===== src/rtl/clk_en_pkg.sv =====
// clk_en_pkg: shared state encoding and default counter width for clk_enable_gen
package clk_en_pkg;
  typedef enum logic [1:0] {IDLE, DELAY, RUN} state_t;
  localparam int CNT_W_DEF = 16;
endpackage


===== src/rtl/load_down_counter.sv =====
// load_down_counter: loadable down counter shared by the delay and run phases
module load_down_counter import clk_en_pkg::*; #(
  parameter int CNT_W = CNT_W_DEF
) (
  input  logic             clk_i,
  input  logic             rstn_i,
  input  logic             load,
  input  logic [CNT_W-1:0] load_val,
  input  logic             dec,
  output logic [CNT_W-1:0] cnt_o,
  output logic             is_one_o
);
  logic [CNT_W-1:0] cnt_q, cnt_d;
  always_comb cnt_d = load ? load_val : dec ? cnt_q - CNT_W'(1) : cnt_q;
  always_ff @(posedge clk_i) begin
    if (!rstn_i) cnt_q <= '0;
    else cnt_q <= cnt_d;
  end
  assign cnt_o    = cnt_q;
  assign is_one_o = cnt_q == CNT_W'(1);
endmodule


===== src/rtl/clk_enable_gen.sv =====
// clk_enable_gen: delay/run enable sequencer with optional repeat, registered outputs
module clk_enable_gen import clk_en_pkg::*; #(
  parameter int CNT_W = CNT_W_DEF
) (
  input  logic             clk_i,
  input  logic             rstn_i,
  input  logic             start_i,
  input  logic             stop_i,
  input  logic [CNT_W-1:0] delay_i,
  input  logic [CNT_W-1:0] run_len_i,
  input  logic             repeat_i,
  output logic             enable_o,
  output logic             busy_o,
  output logic             done_o
);
  state_t state_q, state_d;
  logic [CNT_W-1:0] delay_q, run_len_q, cnt, load_val;
  logic repeat_q, load, dec, is_one, done_d, enable_q, busy_q, done_q;
  load_down_counter #(.CNT_W(CNT_W)) u_cnt (
    .clk_i    (clk_i),
    .rstn_i   (rstn_i),
    .load     (load),
    .load_val (load_val),
    .dec      (dec),
    .cnt_o    (cnt),
    .is_one_o (is_one)
  );
  // A finite run always exits at 1, so a zero count in RUN means continuous mode.
  always_comb begin
    state_d  = state_q;
    load     = 1'b0;
    load_val = run_len_q;
    dec      = 1'b0;
    done_d   = 1'b0;
    if (stop_i) state_d = IDLE;
    else case (state_q)
      IDLE: if (start_i) begin
        load     = 1'b1;
        state_d  = delay_i != '0 ? DELAY : RUN;
        load_val = delay_i != '0 ? delay_i : run_len_i;
      end
      DELAY: begin
        state_d = is_one ? RUN : DELAY;
        load    = is_one;
        dec     = !is_one;
      end
      RUN: if (is_one) begin
        done_d   = 1'b1;
        load     = repeat_q;
        state_d  = !repeat_q ? IDLE : delay_q != '0 ? DELAY : RUN;
        load_val = delay_q != '0 ? delay_q : run_len_q;
      end else dec = cnt != '0;
      default: state_d = IDLE;
    endcase
  end
  always_ff @(posedge clk_i) begin
    if (!rstn_i) begin
      state_q   <= IDLE;
      delay_q   <= '0;
      run_len_q <= '0;
      repeat_q  <= 1'b0;
      enable_q  <= 1'b0;
      busy_q    <= 1'b0;
      done_q    <= 1'b0;
    end else begin
      state_q  <= state_d;
      enable_q <= state_d == RUN;
      busy_q   <= state_d != IDLE;
      done_q   <= done_d;
      if (state_q == IDLE && start_i && !stop_i) begin
        delay_q   <= delay_i;
        run_len_q <= run_len_i;
        repeat_q  <= repeat_i;
      end else if (stop_i) repeat_q <= 1'b0;
    end
  end
  assign enable_o = enable_q;
  assign busy_o   = busy_q;
  assign done_o   = done_q;
endmodule


===== config.mk =====
export PLATFORM = sky130hd
export DESIGN_NAME = clk_enable_gen
export DESIGN_NICKNAME = d
export VERILOG_FILES = /design/src/rtl/clk_en_pkg.sv /design/src/rtl/load_down_counter.sv /design/src/rtl/clk_enable_gen.sv
export SDC_FILE = /design/constraint.sdc
export NUM_CORES = 1
export LEC_CHECK = 0
export BUFFER_PORTS_ARGS = -buffer_cell sky130_fd_sc_hd__buf_2
export CAP_MARGIN = 20
export CELL_PAD_IN_SITES_DETAIL_PLACEMENT = 1
export CELL_PAD_IN_SITES_GLOBAL_PLACEMENT = 2
export CORE_UTILIZATION = 37
export CTS_CLUSTER_SIZE = 28
export DETAILED_ROUTE_END_ITERATION = 10
export MAX_ROUTING_LAYER = met4
export PLACE_DENSITY = 0.9
export SYNTH_ARGS = -nofsm -noshare
export SYNTH_HDL_FRONTEND = slang
export SYNTH_SLANG_ARGS = --single-unit

===== constraint.sdc =====
create_clock -name clk_i -period 4.5 [get_ports clk_i]
set_clock_uncertainty 0.05 [all_clocks]
set_input_delay 0.9 -clock clk_i [delete_from_list [all_inputs] [get_ports clk_i]]
set_output_delay 0.9 -clock clk_i [all_outputs]
set_load 0.03 [all_outputs]

==> summary.txt <==
Outcome
  • Status: finished, final reports clean

Route
  • DRT Wirelength: 10300 µm
  • Via count: a little over 3000
  • Router iterations before antenna repair: 8
  • Initial detailed-routing violation count: just over 200
  • WL/cell: between 15 and 20 µm
  • Vias per cell: 5.94
  • Drc violations: 0
  • Detail Route Antenna Nets: 0

Floorplanning
  • Initial Utilization: ~38%
  • Row cnt: 33
  • Overall die area: a little under 0.009 mm²
  • Die Span Y: 93.5 µm
  • Die width: just over 90 µm
  • Core ar.: 0.00818 mm²
  • IO Count: 40

Synth
  • Post-Syn Area: just over 0.003 mm²
  • Post-synth EDFFs: 0
  • Syn Inst Count: between 300 and 400
  • Most frequent cells after synthesis: nand2_1, dfxtp_1, a21oi_1, clkbuf_1, nor2_1
  • Top-count cell post-synth: nand2_1
  • Synth warn: 0
  • Post-synth net total: 433
  • Synth Register Bits: 54
  • Synth unique cells: just over 60
  • Synth area leaders: dfxtp_1, nand2_1, a21oi_1
  • Top FF cell, synth: dfxtp_1
  • Top cell type's share of synthesized area: approximately a third
  • Mean Syn Cell Area: about 8.0 µm²
  • Sequential-to-total area share from yosys stat: 34.9%
  • Largest area contributor in the netlist: dfxtp_1
  • Asr flop ratio synth: 0%

Critical path
  • Cell family with most CP delay: compound AO/OA/AOI/OAI gates
  • Register-to-register path setup slack: ~1.6 ns
  • Buffers & Inverters on Critical Path: 1
  • Worst path cell trace: inv_1 > ha_1 > nor4b_2 > nand4_2 > o21ai_1 > o21ai_0 > a21oi_1
  • CP Data Arrival Time: about 3.1 ns
  • CP Capture Type: register
  • Peak fanout along the critical path: 13
  • Critical path's slowest cell: o21ai_1
  • Max stage delay on crit path: roughly 0.83 ns
  • Reg2Reg Depth: 7
  • R2R Path End: u_cnt.cnt_o[4]$_SDFFE_PN0P_
  • Crit start category: register
  • CP required: around 4.7 ns
  • Crit path kind: register to register
  • Origin of the critical flop-to-flop path: u_cnt.cnt_o[1]$_SDFFE_PN0P_

Global route
  • Initial antenna violation count: 0
  • First-pass GRT wire length: around 17000 µm
  • Tot GR Track Use: a little over a quarter
  • Pin count of the biggest net entering global routing: 40
  • Vias in the first global route: between 3000 and 4000
  • Grt ovf: 0

Timing
  • Minimum clock period: 2.88 ns
  • Fin Setup TNS: 0 ns
  • Worst slew margin: 38.8%
  • Final hold viol count: 0
  • Max Freq: 347 MHz
  • Worst-Margin Slew: 0.912 ns
  • RSZ-0062 raised after global routing: no
  • Fin crit share: between 60% and 70%
  • Slew Limit Fails: 0
  • Final setup viols: 0

Hold path
  • Hold path cells: 2
  • Worst Hold End: run_len_q[9]$_SDFFE_PN0P_
  • HP Class: register to register
  • Hold_sp: run_len_q[9]$_SDFFE_PN0P_

Power
  • Total power: between 1 and 1.5 mW
  • P_leak: ~1.3 nW
  • Max IR drop VDD: between 0.0001 and 0.00015 V
  • Pwr/cell area: ~330 mW/mm²

Clock network
  • Clk Latency, worst-skew pair: roughly 0.32 ns
  • Setup bufs post-CTS: 0
  • # clock sinks: 54
  • CTS Root Cell: clkbuf_8
  • Clk slew on worst S/H paths: about 0.1 ns
  • Clk buf depth: 2
  • CTS tree: yes
  • Num CTS Buffers: 5
  • H-tree lvl count: 2
  • Hold Buf Count CTS: 0
  • Cts repair resizes: 0

Job
  • MaxCap Viol Count: 0

Placed design
  • Placed insts: 515
  • Port-buffer cells: 39
  • DP Wirelength: between 7000 and 8000 µm
  • GP Congestion: between 0.8 and 0.9

Layout
  • Antenna Cells: 0
  • Layout cells sized above 1: between 10% and 20%
  • Filler cells: ~1100
  • Layout Area Growth over Synthesis: 13.2%
  • Nets: 461
  • Fin cells: approximately 520
  • Final Util: a little over two fifths
==> flip-flops by register name (all words and copies together) (netlist names) <==
signal	cells
delay_q	16
run_len_q	16
u_cnt.cnt_o	16
state_q	2
busy_o	1
done_o	1
enable_o	1
repeat_q	1
==> power breakdown <==
group          internal (mW)  leakage [nW]  total [mW]  switching (mW)
Sequential             0.504         0.442       0.533          0.0296
Clock                  0.237        0.0714       0.407           0.169
Combinational         0.0820         0.831       0.213           0.131
==> stage by stage <==
stage          setup slack, ns  hold slack [ns]  cell area [µm²]
2_1_floorplan             1.95            0.386             3100
3_3_place_gp              1.58            0.396             3370
3_5_place_dp              1.56            0.407             3370
4_1_cts                   1.65            0.422             3510
5_1_grt                   1.38            0.445             3510
6_report                  1.62            0.418             3510
==> layout make-up <==
class                           count  area (µm²)  share of cell area, %
Sequential cell                    54        1080                   30.8
Clock buffer                        6        82.6                   2.35
Clock inverter                      2        60.1                   1.71
Tap cell                          105         131                   3.74
Inverter                           10        37.5                   1.07
Timing Repair Buffer               42         218                   6.20
Multi-Input combinational cell    304        1900                   54.1
==> layer usage <==
metal,global-route usage (%),part of all wire [%],routed length [µm],vias up
li1,-,-,-,1478
met2,43.0,48,4950,77
met1,34.8,47,4800,1534
met5,-,0,0,-
met3,1.95,3.7,378,17
met4,6.41,1.9,195,0
==> layout by cell type (no fill, tap or decap), drive strengths merged, types with 6 or more instances in the layout <==
cell type | Yosys | routed
mux2 | 6 | 6
inv | 10 | 10
nor3 | 11 | 11
dfxtp | 54 | 54
nand2 | 89 | 89
clkbuf | 17 | 6
ha | 7 | 7
nor4 | 12 | 12
xnor2 | 9 | 9
buf | 4 | 42
a31oi | 7 | 7
o21ai | 14 | 14
a21oi | 43 | 43
nor2 | 17 | 17
a221oi | 6 | 6
a211oi | 12 | 12
==> kinds of logic after synthesis <==
| logic type | synth area share (%) |
|---|---|
| flops | 34.9 |
| compound gates | 25.7 |
| mux | 2.95 |
| simple gates | 25.8 |
| fa+ha+maj | 2.82 |
| xor+xnor | 3.91 |
| buf+inv | 3.91 |
==> how the worst max path moves through the flow <==
stage	start	end	slack (ns)	cells past startpoint
after floorplan	stop_i	u_cnt.cnt_o[11]$_SDFFE_PN0P_	1.95	5
after global placement	stop_i	u_cnt.cnt_o[4]$_SDFFE_PN0P_	1.58	6
after detailed placement	delay_i[8]	busy_o$_SDFF_PN0_	1.56	7
after CTS	u_cnt.cnt_o[1]$_SDFFE_PN0P_	u_cnt.cnt_o[3]$_SDFFE_PN0P_	1.65	7
after global routing	u_cnt.cnt_o[1]$_SDFFE_PN0P_	u_cnt.cnt_o[4]$_SDFFE_PN0P_	1.38	7
final	u_cnt.cnt_o[1]$_SDFFE_PN0P_	u_cnt.cnt_o[4]$_SDFFE_PN0P_	1.62	7
==> worst min-delay path: stages, from the launching register on <==
cell and delay (ns):
dfxtp_1 0.32, nand2_1 0.05, a21oi_1 0.05
(Power assumes the default switching activity.)
